## config.mk

```make
export PLATFORM = sky130hd
export DESIGN_NAME = vector_store_unit
export DESIGN_NICKNAME = d
export VERILOG_FILES = /design/src/rtl/vector_store_unit.sv
export SDC_FILE = /design/constraint.sdc
export NUM_CORES = 1
export LEC_CHECK = 0
export ABC_AREA = 1
export CAP_MARGIN = 40
export CORE_MARGIN = 2
export CORE_UTILIZATION = 54
export DETAILED_ROUTE_END_ITERATION = 10
export GPL_TIMING_DRIVEN = 0
export PLACE_DENSITY = 0.83
export SYNTH_ARGS = -nofsm -noshare
export SYNTH_HDL_FRONTEND = slang
export SYNTH_SLANG_ARGS = --single-unit
```

## constraint.sdc

```tcl
create_clock -name clk -period 26.2 [get_ports clk]
set_clock_uncertainty 0.05 [all_clocks]
set_input_delay 5.24 -clock clk [delete_from_list [all_inputs] [get_ports clk]]
set_output_delay 5.24 -clock clk [all_outputs]
set_load 0.01 [all_outputs]
```

## src/rtl/vector_store_unit.sv

```systemverilog
// vector_store_unit
// Drains one captured vector (LANES x LANE_W) into halfword-wide data memory as
// LANES sequential writes. A write is held stable until the memory acknowledges it.
// Every output comes straight from a register.
module vector_store_unit #(
  parameter int LANES  = 16,
  parameter int LANE_W = 16,
  parameter int ADDR_W = 16
) (
  input  logic                    clk,
  input  logic                    rst,
  input  logic                    st_valid,
  output logic                    st_ready,
  input  logic [LANES*LANE_W-1:0] st_data,
  input  logic [ADDR_W-1:0]       st_addr,
  output logic                    mem_wr_en,
  output logic [ADDR_W-1:0]       mem_addr,
  output logic [LANE_W-1:0]       mem_wdata,
  input  logic                    mem_ack,
  output logic                    busy,
  output logic                    done
);

  localparam int IDX_W = (LANES > 1) ? $clog2(LANES) : 1;
  localparam logic [IDX_W-1:0] LAST_IDX = IDX_W'(LANES - 1);

  typedef enum logic {IDLE, WRITE} state_t;

  state_t                  state, state_nxt;
  logic [IDX_W-1:0]        idx, idx_nxt, idx_inc;
  logic [LANES*LANE_W-1:0] vec, vec_nxt;
  logic [ADDR_W-1:0]       base, base_nxt;
  logic                    st_ready_nxt, mem_wr_en_nxt, busy_nxt, done_nxt;
  logic [ADDR_W-1:0]       mem_addr_nxt;
  logic [LANE_W-1:0]       mem_wdata_nxt;

  assign idx_inc = idx + 1'b1;

  // Next-state and next-output logic; outputs are precomputed so they can be registered
  always_comb begin
    state_nxt     = state;
    idx_nxt       = idx;
    vec_nxt       = vec;
    base_nxt      = base;
    st_ready_nxt  = st_ready;
    mem_wr_en_nxt = mem_wr_en;
    busy_nxt      = busy;
    done_nxt      = 1'b0;
    mem_addr_nxt  = mem_addr;
    mem_wdata_nxt = mem_wdata;
    case (state)
      IDLE: begin
        if (st_valid && st_ready) begin
          state_nxt     = WRITE;
          vec_nxt       = st_data;
          base_nxt      = st_addr;
          idx_nxt       = '0;
          st_ready_nxt  = 1'b0;
          busy_nxt      = 1'b1;
          mem_wr_en_nxt = 1'b1;
          mem_addr_nxt  = st_addr;
          mem_wdata_nxt = st_data[LANE_W-1:0];
        end
      end
      WRITE: begin
        // An ack only counts against a live request
        if (mem_ack && mem_wr_en) begin
          if (idx == LAST_IDX) begin
            state_nxt     = IDLE;
            mem_wr_en_nxt = 1'b0;
            busy_nxt      = 1'b0;
            st_ready_nxt  = 1'b1;
            done_nxt      = 1'b1;
          end else begin
            idx_nxt       = idx_inc;
            // Address arithmetic wraps modulo 2^ADDR_W by construction
            mem_addr_nxt  = base + ADDR_W'(idx_inc);
            mem_wdata_nxt = vec[idx_inc*LANE_W +: LANE_W];
          end
        end
      end
      default: state_nxt = IDLE;
    endcase
  end

  // State and output registers; reset aborts any in-flight store immediately
  always_ff @(posedge clk or posedge rst) begin
    if (rst) begin
      state     <= IDLE;
      idx       <= '0;
      vec       <= '0;
      base      <= '0;
      st_ready  <= 1'b1;
      mem_wr_en <= 1'b0;
      busy      <= 1'b0;
      done      <= 1'b0;
      mem_addr  <= '0;
      mem_wdata <= '0;
    end else begin
      state     <= state_nxt;
      idx       <= idx_nxt;
      vec       <= vec_nxt;
      base      <= base_nxt;
      st_ready  <= st_ready_nxt;
      mem_wr_en <= mem_wr_en_nxt;
      busy      <= busy_nxt;
      done      <= done_nxt;
      mem_addr  <= mem_addr_nxt;
      mem_wdata <= mem_wdata_nxt;
    end
  end

endmodule

```

==> results of run 1 <==
## cell usage in the layout (no fill, tap or decap), types with 14 or more instances in the layout
| cell | n |
|---|---|
| sky130_fd_sc_hd__o21ai_0 | 261 |
| sky130_fd_sc_hd__clkdlybuf4s50_1 | 311 |
| sky130_fd_sc_hd__dfrtp_1 | 311 |
| sky130_fd_sc_hd__clkbuf_1 | 29 |
| sky130_fd_sc_hd__nor2_1 | 82 |
| sky130_fd_sc_hd__inv_1 | 270 |
| sky130_fd_sc_hd__buf_2 | 82 |
| sky130_fd_sc_hd__a21oi_1 | 17 |
| sky130_fd_sc_hd__nand2_1 | 692 |
| sky130_fd_sc_hd__clkbuf_8 | 14 |
| sky130_fd_sc_hd__clkbuf_16 | 35 |
| sky130_fd_sc_hd__nand3_1 | 238 |
## cells by family after synthesis
logic type	Yosys count	synth area share, %
flops	312	50.7
xor+xnor	3	0.293
fa+ha+maj	6	0.537
buf+inv	402	11.2
compound gates	288	9.42
simple gates	1031	27.8
## power groups by stage
stage | sequential, mW | combinational [mW] | clock [mW]
global placement | 0.571 | 0.780 | 0
global route | 0.571 | 0.872 | 0.489
floorplan | 0.578 | 0.456 | 0
finish | 0.566 | 0.821 | 0.470
CTS | 0.565 | 0.799 | 0.469
detailed placement | 0.573 | 0.792 | 0
## Yosys cell counts
cell	count
sky130_fd_sc_hd__nor3_1	2
sky130_fd_sc_hd__fa_1	1
sky130_fd_sc_hd__nor2_4	1
sky130_fd_sc_hd__o211ai_1	1
sky130_fd_sc_hd__ha_1	5
sky130_fd_sc_hd__nand3b_1	7
sky130_fd_sc_hd__buf_6	5
sky130_fd_sc_hd__dfrtp_1	311
sky130_fd_sc_hd__inv_2	7
sky130_fd_sc_hd__buf_2	82
sky130_fd_sc_hd__clkbuf_1	23
sky130_fd_sc_hd__nand2_1	692
sky130_fd_sc_hd__o21ai_2	1
sky130_fd_sc_hd__buf_1	4
sky130_fd_sc_hd__o21ai_1	7
sky130_fd_sc_hd__nand3_1	238
sky130_fd_sc_hd__a21oi_1	17
sky130_fd_sc_hd__inv_4	1
sky130_fd_sc_hd__dfstp_2	1
sky130_fd_sc_hd__inv_1	271
sky130_fd_sc_hd__nand3_4	1
sky130_fd_sc_hd__nand3_2	7
sky130_fd_sc_hd__xor2_4	1
sky130_fd_sc_hd__a31oi_1	1
sky130_fd_sc_hd__xor2_1	2
sky130_fd_sc_hd__nor3_4	1
sky130_fd_sc_hd__clkbuf_8	7
sky130_fd_sc_hd__buf_4	2
sky130_fd_sc_hd__nor2_1	82
sky130_fd_sc_hd__o21ai_0	261
## state kept, by name, indices dropped and copies added (netlist names)
name / count
base: 16
busy: 1
done: 1
idx: 4
mem_addr: 16
mem_wdata: 16
st_ready: 1
state: 1
vec: 256
## final cells by class
class	count	area share (%)
Buffer	123	3.38
Clock buffer	48	4.94
Sequential cell	312	38.8
Antenna cell	1	0.0124
Multi-Input combinational cell	1328	29.1
Timing Repair Buffer	313	15.7
Tap cell	378	2.35
Clock inverter	10	0.404
Inverter	279	5.26
## path summary, 6_finish.rpt
check / startpoint / slack, ns / to / cells past startpoint
min in group asynchronous: rst / 5.21 / base[8] / 2
worst min-delay path: vec[20] / 0.42 / vec[20] / 2
worst max register to register: idx[0] / 23.05 / mem_addr[14] / 14
worst max-delay path: st_ready / 19.31 / st_ready / 1
max in group asynchronous: rst / 19.50 / vec[69] / 4
worst min register to register: vec[20] / 0.42 / vec[20] / 2
## metrics by stage
step / worst slack (ns) / instances / util, %
after floorplan: 12.28 / 2042 / -
after global placement: 8.71 / 2731 / 67.9
after detailed placement: 18.85 / 2733 / 68.1
after CTS: 19.30 / 2791 / 72.0
after global routing: 19.21 / 2792 / 72.0
final: 19.31 / 2792 / 72.0
## layer usage
layer	routed length, µm	track usage (%)
met1	20800	46.4
met2	23300	54.0
met3	4910	6.44
met4	2610	16.1
met5	0	0
==> out/qor.json, run 1 <==
{
  "timing.hold.ws_ns": 0.422,
  "total_area_of_multi_input_combinational_cells_um2": 5850,
  "cellLeakagePower_nw": 9.85,
  "placed_area_um2": 19000,
  "global_route.overflow_total": 0,
  "synth_seq_area_share_pct": 50.7,
  "timing.hold.worst.class": "reg2reg",
  "rsz0062_at_grt": "no",
  "clock_tree_from_tritoncts": "yes",
  "postSynthAreaPerCell_um2": 7.54,
  "number_of_buffers_on_the_longest_clock_path": 3,
  "synth_area_um2": 15400,
  "largest_incremental_delay_on_the_critical_path_ns": 0.56,
  "die_footprint_um2": 29900,
  "period_share_pct": 26.3,
  "crit_path_top_delay_cell": "sky130_fd_sc_hd__clkdlybuf4s50_1",
  "timing.critical_path.fanout_max": 2,
  "max_freq_mhz": 145,
  "number_of_antenna_violations_at_the_first_check_in_global_routing": 1,
  "floorplan.io_pins": 312,
  "synthCells": 2042,
  "ctsRootBufferMaster": "sky130_fd_sc_hd__clkbuf_16",
  "report.power.total_mw": 1.86,
  "cts.sink_count": 312,
  "post-cts-setup-buffer-count": 0,
  "place_congestion": 0.936,
  "vdd_drop_max_mv": 0.0464,
  "period_needed_ns": 6.89,
  "hold_vio_cnt_final": 0,
  "timing.setup.tns_ns": 0,
  "swShare_pct": 41.0,
  "internal_power_mw": 1.10,
  "ff_latch_area_um2": 7810,
  "crit_path_cell_trace": "clkdlybuf4s50_1",
  "cts_resized": 0,
  "timing.final.setup_violations": 0,
  "post_route_cells_drive_above_1_share_pct": 7.13,
  "track_usage_pct": 34.4,
  "fillCellCount": 2239,
  "timing.max_slew.rel_slack_pct": 51.5,
  "dpl.hpwl_mm": 39.4,
  "pwr_per_cell_area_nw_per_um2": 92.3,
  "grt_max_degree": 126,
  "worst_pin_slew_ns": 0.727,
  "vias": 15200,
  "clock_pin_slew_worst_setup_and_hold_paths_ns": 0.06,
  "drt_first_pass_iters": 6,
  "criticalPathCategory": "reg2out",
  "max_cap_viol_count": 0,
  "htree_depth": 2,
  "clkPwrFrac_pct": 25.3,
  "floorplan.initialDensity_pct": 55.1,
  "comb_power_share_pct": 44.2,
  "ff_latch_count_synth": 312,
  "critPathTopFamily": "buffers and inverters",
  "floorplan.core_area_um2": 27900,
  "grt_pass1_wl_mm": 80.4,
  "timing.critical_path.from_type": "register",
  "power_spent_charging_and_discharging_nets_uw": 762,
  "io_buffer_count": 311,
  "net_count_reported_at_finish": 2673,
  "first_global_vias": 15000,
  "finish.instance_area_um2": 20100,
  "postCtsHoldBufs": 0,
  "totalWireLength_mm": 51.6,
  "cts_inserted_buffers": 34,
  "routed_via_density": 5.44,
  "post-synth-top-area-cell": "sky130_fd_sc_hd__dfrtp_1",
  "synth.top_cells.by_area": "sky130_fd_sc_hd__dfrtp_1, sky130_fd_sc_hd__nand2_1, sky130_fd_sc_hd__o21ai_0",
  "yosysWarningCount": 0,
  "critPathCaptureType": "output pin",
  "syn_nets": 2324,
  "wl_per_instance_um": 18.5,
  "critical_path_buf_inv_count": 1,
  "row_count": 61,
  "first_iter_violations": 1919,
  "die_h_um": 173,
  "seq_power_share_pct": 30.5,
  "signed_area_change_from_the_synthesized_netlist_to_the_final_layout_pct": 30.7,
  "remaining_drc_errors": 0,
  "final-max-slew-violation-count": 0,
  "floorplan.die.width_um": 173,
  "worst_ep_required_time_ns": 20.91,
  "insertion_delay_of_the_later_clocked_pin_in_the_worst_skew_pair_ns": 0.52,
  "antenna_violating_nets_post_route": 0,
  "synth_top_area_share_pct": 50.6,
  "yosys.cell_types.count": 30,
  "worst_ep_arrival_time_ns": 1.60,
  "run_status": "finished clean"
}
Note: power is estimated with default switching activity, not from simulation.
==> inputs of run 2 (changes only) <==
CORE_UTILIZATION = 52   (was 54)
PLACE_DENSITY = 0.81   (was 0.83)
clock period = 6.9 ns   (was 26.2 ns; I/O delays follow)
==> run 2 against run 1 <==
Flip-flop and latch count unchanged. Worst setup slack worse by 16 ns. Clock power rose to 4.2 times the previous value. Non-clock buffer count up 7. Die area up 3.8%. Sequential power rose to 3.8 times the previous value. Sequential share of layout area down 0.52 points. Core utilization down 1.6 points. First-iteration DRC count down 22%. Register-to-register slack worse by 19 ns. Global-route usage down 0.83 points. Critical path type is now reg2reg. Largest cell class unchanged. Highest routed layer unchanged.
==> out/qor.json, run 2 (synthesis gave the netlist of run 1 again) <==
{
  "track_usage": {"value": 33.5, "unit": "%", "change": "-0.83 points"},
  "post_route_cells_drive_above_1_share": {"value": 7.59, "unit": "%", "change": "+0.47 points"},
  "worst_hold_path.num_cells": {"value": 2, "change": "unchanged"},
  "grt_pass1_wl": {"value": 79.9, "unit": "mm", "change": "-0.62%"},
  "place_congestion": {"value": 0.945, "change": "+0.96%"},
  "criticalPathCategory": "reg2reg",
  "io_buffer_count": {"value": 311, "change": "unchanged"},
  "timing.critical_path.from_type": "register",
  "timing.reg2reg.setup_slack": {"value": 3.71, "unit": "ns", "change": "-19.34 ns"},
  "timing.final.setup_violations": {"value": 0, "change": "unchanged"},
  "hold_start": "vec[27]",
  "dp_worst_setup_slack": {"value": 3.45, "unit": "ns", "change": "-15.40 ns"},
  "vdd_drop_max": {"value": 0.211, "unit": "mV", "change": "+350%"},
  "totalWireLength": {"value": 51.9, "unit": "mm", "change": "+0.61%"},
  "worst_ep_required_time": {"value": 7.24, "unit": "ns", "change": "-13.67 ns"},
  "drt_first_pass_iters": {"value": 6, "change": "unchanged"},
  "timing.hold.ws": {"value": 0.423, "unit": "ns", "change": "+0.000694 ns"},
  "routed_via_density": {"value": 5.35, "change": "-1.6%"},
  "pwr_per_cell_area": {"value": 355, "unit": "nW/µm²", "change": "+280%"},
  "signed_area_change_from_the_synthesized_netlist_to_the_final_layout_pct": 32.5,
  "floorplan.io_pins": {"value": 312, "change": "unchanged"},
  "cts_inserted_buffers": {"value": 35, "change": "+2.9%"},
  "largest_incremental_delay_on_the_critical_path": {"value": 0.44, "unit": "ns", "change": "-0.12 ns"},
  "worst_pin_slew": {"value": 0.667, "unit": "ns", "change": "-0.0599 ns"},
  "hold_vio_cnt_final": {"value": 0, "change": "unchanged"},
  "final-max-slew-violation-count": {"value": 0, "change": "unchanged"},
  "floorplan.initialDensity": {"value": 53.2, "unit": "%", "change": "-1.9 points"},
  "row_count": {"value": 62, "change": "+1.6%"},
  "die_footprint": {"value": 31000, "unit": "µm²", "change": "+3.8%"},
  "cellLeakagePower": {"value": 9.98, "unit": "nW", "change": "+1.3%"},
  "first_global_vias": {"value": 14900, "change": "-0.79%"},
  "antenna_violating_nets_post_route": {"value": 0, "change": "unchanged"},
  "grt_max_degree": {"value": 40, "change": "-68%"},
  "postCtsHoldBufs": {"value": 0, "change": "unchanged"},
  "setup_ws": {"value": 3.71, "unit": "ns", "change": "-15.60 ns"},
  "number_of_buffers_on_the_longest_clock_path": {"value": 3, "change": "unchanged"},
  "dpl.hpwl": {"value": 39.8, "unit": "mm", "change": "+0.94%"},
  "crit-reg2reg-launch": "idx[0]",
  "htree_depth": {"value": 2, "change": "unchanged"},
  "first_iter_violations": {"value": 1489, "change": "-22%"},
  "clock_tree_from_tritoncts": "yes",
  "mostFrequentLayoutCells": "sky130_fd_sc_hd__nand2_1, sky130_fd_sc_hd__dfrtp_1, sky130_fd_sc_hd__clkdlybuf4s50_1",
  "timing.max_slew.rel_slack": {"value": 55.5, "unit": "%", "change": "+4.0 points"},
  "most_common_library_cell_in_the_layout_ignoring_fill_and_taps": "sky130_fd_sc_hd__nand2_1",
  "timing.hold.worst.class": "reg2reg",
  "holdPathEnd": "vec[27]",
  "max_cap_viol_count": {"value": 0, "change": "unchanged"},
  "cts.sink_count": {"value": 312, "change": "unchanged"},
  "ctsRootBufferMaster": "sky130_fd_sc_hd__clkbuf_16",
  "remaining_drc_errors": {"value": 0, "change": "unchanged"},
  "floorplan.die.width": {"value": 176, "unit": "µm", "change": "+1.9%"},
  "die_h": {"value": 176, "unit": "µm", "change": "+1.9%"},
  "number_of_antenna_violations_at_the_first_check_in_global_routing": {"value": 0, "change": "-1"},
  "net_count_reported_at_finish": {"value": 2681, "change": "+0.30%"},
  "insertion_delay_of_the_later_clocked_pin_in_the_worst_skew_pair": {"value": 0.52, "unit": "ns", "change": "about the same"},
  "numPlacedInstances": {"value": 2746, "change": "+0.48%"},
  "post-cts-setup-buffer-count": {"value": 0, "change": "unchanged"},
  "run_status": "finished clean",
  "floorplan.core_area": {"value": 28900, "unit": "µm²", "change": "+3.6%"},
  "crit_path_cell_trace": "inv_2, buf_2, buf_2, ha_1, inv_1, fa_1, nand3b_1, nand2_1, nand2_1, inv_1, nand2_1, nand2_1, nand3_1, nand2_1, nand2_1",
  "period_needed_ns": 3.19,
  "layoutNonFillerInstCount": {"value": 2807, "change": "+0.54%"},
  "clock_pin_slew_worst_setup_and_hold_paths": {"value": 0.06, "unit": "ns", "change": "about the same"},
  "r2r.worst_path.cells": {"value": 15, "change": "+1"},
  "critPathCaptureType": "register",
  "global_route.overflow_total": {"value": 0, "change": "unchanged"},
  "largest_register_ffs": {"value": 256, "change": "unchanged"},
  "cts_resized": {"value": 0, "change": "unchanged"},
  "worst_ep_arrival_time": {"value": 3.53, "unit": "ns", "change": "+1.93 ns"},
  "rsz0062_at_grt": "no",
  "max_freq_mhz": 314,
  "antenna_cells": {"value": 0, "change": "-1"},
  "crit_path_frequent_cell": "sky130_fd_sc_hd__nand2_1",
  "wl_per_instance": {"value": 18.5, "unit": "µm", "change": "about the same"},
  "report.power.total": {"value": 7.24, "unit": "mW", "change": "+290%"},
  "vias": {"value": 15000, "change": "-1.1%"},
  "period_share_pct": 46.2,
  "timing.critical_path.fanout_max": {"value": 10, "change": "+8"},
  "crit_path_top_delay_cell": "sky130_fd_sc_hd__dfrtp_1",
  "largest-register": "vec",
  "rr_endpoint": "mem_addr[14]",
  "finish.utilization": {"value": 70.5, "unit": "%", "change": "-1.6 points"}
}
==> run 2: layer usage <==
layer | track usage, % | vias to the layer above | wire length, µm
li1 | - | 7052 | -
met1 | 45.6 | 6991 | 21200
met2 | 52.1 | 828 | 23200
met3 | 7.00 | 158 | 4960
met4 | 15.1 | 0 | 2580
met5 | 0 | - | 0
==> run 2: worst max-delay path by stage <==
stage,slack (ns),to,cells past startpoint,start
floorplan,1.32,base[0],1,rst
global placement,-0.75,vec[73],2,rst
detailed placement,3.45,vec[247],7,st_valid
CTS,3.77,mem_addr[14],15,idx[0]
global route,3.56,mem_addr[14],14,idx[0]
finish,3.71,mem_addr[14],15,idx[0]
==> run 2: per-stage QoR <==
stage	TNS [ns]	area [µm²]
floorplan	0	15400
global placement	-221.63	19000
detailed placement	0	19200
CTS	0	20400
global route	0	20400
finish	0	20400
==> run 2: final cells by class <==
cell class	count	area, µm²
timing repair buffer	320	3290
clock buffer	53	1110
clock inverter	8	115
sequential	312	7810
tap	384	480
buffer	123	679
multi-input combinational	1328	5850
inverter	279	1050
fill	2283	8550
==> run 2: worst max-delay path, delay by kind of cell (launching register included) <==
| family | cells | cell delay, ns |
|---|---|---|
| buffers and inverters | 5 | 0.98 |
| AND/OR/NAND/NOR | 8 | 0.91 |
| adder cells (fa/ha/maj) | 2 | 0.66 |
| flip-flops | 1 | 0.44 |
==> run 2: where the power goes <==
| group | internal, mW | switching (mW) |
|---|---|---|
| combinational | 1.09 | 2.03 |
| sequential | 2.03 | 0.114 |
| clock | 1.21 | 0.756 |
==> inputs of run 3 (changes only) <==
clock period = 3.3 ns   (was 6.9 ns; I/O delays follow)
==> run 3 against run 2 <==
Sequential share of layout area about the same. Sequential power up 110%. Register-to-register slack worse by 3.6 ns. Cell count unchanged. Wire length up 0.11%. Power up 110%. First-iteration DRC count down 3.9%. Global-route usage unchanged. Worst setup slack worse by 3.6 ns. Core utilization about the same. Die area unchanged. Count of clock-buffer cells in the layout unchanged. Critical path type unchanged. Critical endpoint unchanged. Highest routed layer unchanged.
==> out/qor.json, run 3 (synthesis gave the netlist of run 1 again) <==
{
  "hold_vio_cnt_final": {"value": 0, "change": "unchanged"},
  "crit_path_top_delay_cell": "sky130_fd_sc_hd__dfrtp_1",
  "largest-register": "vec",
  "post-cts-setup-buffer-count": {"value": 0, "change": "unchanged"},
  "remaining_drc_errors": {"value": 0, "change": "unchanged"},
  "period_needed": {"value": 3.14, "unit": "ns", "change": "-0.0488 ns"},
  "drt_first_pass_iters": {"value": 6, "change": "unchanged"},
  "cts.sink_count": {"value": 312, "change": "unchanged"},
  "floorplan.die.width": {"value": 176, "unit": "µm", "change": "unchanged"},
  "net_count_reported_at_finish": {"value": 2681, "change": "unchanged"},
  "worst_pin_slew": {"value": 0.684, "unit": "ns", "change": "+0.0171 ns"},
  "clock_tree_from_tritoncts": "yes",
  "timing.final.setup_violations": {"value": 0, "change": "unchanged"},
  "floorplan.initialDensity": {"value": 53.2, "unit": "%", "change": "unchanged"},
  "antenna_violating_nets_post_route": {"value": 0, "change": "unchanged"},
  "crit-reg2reg-launch": "idx[0]",
  "timing.critical_path.fanout_max": {"value": 10, "change": "unchanged"},
  "number_of_buffers_on_the_longest_clock_path": {"value": 3, "change": "unchanged"},
  "critical_path_buf_inv_count": {"value": 5, "change": "unchanged"},
  "worst_ep_arrival_time": {"value": 3.48, "unit": "ns", "change": "-0.05 ns"},
  "timing.critical_path.from_type": "register",
  "hold_start": "vec[27]",
  "number_of_antenna_violations_at_the_first_check_in_global_routing": {"value": 0, "change": "unchanged"},
  "period_share": {"value": 95.1, "unit": "%", "change": "+49 points"},
  "worst_ep_required_time": {"value": 3.64, "unit": "ns", "change": "-3.60 ns"},
  "max_cap_viol_count": {"value": 0, "change": "unchanged"},
  "wl_per_instance": {"value": 18.5, "unit": "µm", "change": "+0.11%"},
  "vdd_drop_max": {"value": 0.439, "unit": "mV", "change": "+110%"},
  "dp_worst_setup_slack": {"value": 0.227, "unit": "ns", "change": "-3.22 ns"},
  "track_usage": {"value": 33.5, "unit": "%", "change": "unchanged"},
  "row_count": {"value": 62, "change": "unchanged"},
  "clock_pin_slew_worst_setup_and_hold_paths": {"value": 0.06, "unit": "ns", "change": "about the same"},
  "mostFrequentLayoutCells": "sky130_fd_sc_hd__nand2_1, sky130_fd_sc_hd__dfrtp_1, sky130_fd_sc_hd__clkdlybuf4s50_1",
  "grt_max_degree": {"value": 40, "change": "unchanged"},
  "floorplan.io_pins": {"value": 312, "change": "unchanged"},
  "rsz0062_at_grt": "no",
  "dpl.hpwl": {"value": 39.8, "unit": "mm", "change": "unchanged"},
  "antenna_cells": {"value": 0, "change": "unchanged"},
  "criticalPathCategory": "reg2reg",
  "timing.max_slew.rel_slack": {"value": 54.4, "unit": "%", "change": "-1.1 points"},
  "post_route_cells_drive_above_1_share": {"value": 7.59, "unit": "%", "change": "unchanged"},
  "setup_ws": {"value": 0.163, "unit": "ns", "change": "-3.55 ns"},
  "critPathTopFamily": "buffers and inverters",
  "place_congestion": {"value": 0.945, "change": "unchanged"},
  "cellLeakagePower": {"value": 9.98, "unit": "nW", "change": "about the same"},
  "holdPathEnd": "vec[27]",
  "rr_endpoint": "mem_addr[14]",
  "routed_via_density": {"value": 5.37, "change": "+0.36%"},
  "largest_register_ffs": {"value": 256, "change": "unchanged"},
  "run_status": "finished clean",
  "cts_resized": {"value": 0, "change": "unchanged"},
  "r2r.worst_path.cells": {"value": 15, "change": "unchanged"},
  "crit_path_frequent_cell": "sky130_fd_sc_hd__nand2_1",
  "worst_hold_path.num_cells": {"value": 2, "change": "unchanged"},
  "largest_incremental_delay_on_the_critical_path": {"value": 0.45, "unit": "ns", "change": "about the same"},
  "vias": {"value": 15100, "change": "+0.36%"},
  "floorplan.core_area": {"value": 28900, "unit": "µm²", "change": "unchanged"},
  "signed_area_change_from_the_synthesized_netlist_to_the_final_layout": {"value": 32.5, "unit": "%", "change": "about the same"},
  "insertion_delay_of_the_later_clocked_pin_in_the_worst_skew_pair": {"value": 0.52, "unit": "ns", "change": "about the same"},
  "crit_path_cell_trace": "inv_2, buf_2, clkbuf_4, ha_1, inv_1, fa_1, nand3b_1, nand2_1, nand2_1, inv_1, nand2_1, nand2_1, nand3_1, nand2_1, nand2_1",
  "pwr_per_cell_area": {"value": 743, "unit": "nW/µm²", "change": "+110%"},
  "most_common_library_cell_in_the_layout_ignoring_fill_and_taps": "sky130_fd_sc_hd__nand2_1",
  "timing.reg2reg.setup_slack": {"value": 0.16, "unit": "ns", "change": "-3.55 ns"},
  "grt_pass1_wl": {"value": 79.9, "unit": "mm", "change": "unchanged"},
  "cts_inserted_buffers": {"value": 35, "change": "unchanged"},
  "max_freq": {"value": 319, "unit": "MHz", "change": "+1.6%"},
  "totalWireLength": {"value": 52.0, "unit": "mm", "change": "+0.11%"},
  "die_h": {"value": 176, "unit": "µm", "change": "unchanged"},
  "finish.instance_area": {"value": 20400, "unit": "µm²", "change": "about the same"},
  "placed_area": {"value": 19200, "unit": "µm²", "change": "unchanged"},
  "fillCellCount": {"value": 2281, "change": "-0.088%"},
  "final-max-slew-violation-count": {"value": 0, "change": "unchanged"},
  "die_footprint": {"value": 31000, "unit": "µm²", "change": "unchanged"},
  "global_route.overflow_total": {"value": 0, "change": "unchanged"},
  "io_buffer_count": {"value": 311, "change": "unchanged"},
  "first_iter_violations": {"value": 1431, "change": "-3.9%"},
  "postCtsHoldBufs": {"value": 0, "change": "unchanged"},
  "first_global_vias": {"value": 14900, "change": "unchanged"},
  "htree_depth": {"value": 2, "change": "unchanged"},
  "critPathCaptureType": "register",
  "ctsRootBufferMaster": "sky130_fd_sc_hd__clkbuf_16",
  "timing.hold.worst.class": "reg2reg"
}
==> run 3: how the worst max path moves through the flow <==
| stage | start | end | slack, ns | depth (start not counted) |
|---|---|---|---|---|
| 6_report | idx[0] | mem_addr[14] | 0.16 | 15 |
| 5_1_grt | idx[0] | mem_addr[14] | 0.03 | 15 |
| 3_5_place_dp | idx[0] | mem_addr[14] | 0.23 | 15 |
| 4_1_cts | idx[0] | mem_addr[14] | 0.17 | 15 |
| 2_1_floorplan | rst | base[0] | -1.56 | 1 |
| 3_3_place_gp | rst | vec[72] | -3.63 | 2 |
==> run 3: power breakdown <==
| group | internal [mW] | switching, mW | leakage, nW |
|---|---|---|---|
| Sequential | 4.25 | 0.238 | 3.52 |
| Combinational | 2.29 | 4.26 | 5.85 |
| Clock | 2.54 | 1.58 | 0.609 |
| Total | 9.08 | 6.08 | 9.98 |
==> run 3: area by class of cell <==
cell class	instances	area, µm²	share of cell area, %
inverter	279	1050	5.17
clock buffer	53	1110	5.42
tap	384	480	2.36
clock inverter	8	115	0.564
sequential	312	7810	38.3
buffer	123	684	3.36
timing repair buffer	320	3290	16.1
multi-input combinational	1328	5850	28.7
==> run 3: tightest hold or removal path, cell delays in order, from the launching register on <==
cell and delay (ns):
sky130_fd_sc_hd__dfrtp_1 0.34, sky130_fd_sc_hd__nand2_1 0.06, sky130_fd_sc_hd__nand2_1 0.04
==> run 3: per-stage QoR <==
stage               std cells  hold WS [ns]  TNS (ns)  utilization [%]  power (mW)
floorplan                2042         0.393   -486.88                -        8.21
global placement         2737         0.411  -1119.34             65.6        10.8
detailed placement       2746         0.412         0             66.2        10.9
CTS                      2807         0.426         0             70.5        15.0
global route             2807         0.451         0             70.5        15.8
finish                   2807         0.421         0             70.5        15.2
==> run 3: per-layer routing <==
layer | global-route usage (%) | up-vias | wire length [µm]
li1 | - | 7050 | -
met2 | 52.1 | 815 | 23400
met1 | 45.6 | 7074 | 21400
met3 | 7.00 | 144 | 4690
met4 | 15.1 | 0 | 2550
met5 | 0 | - | 0
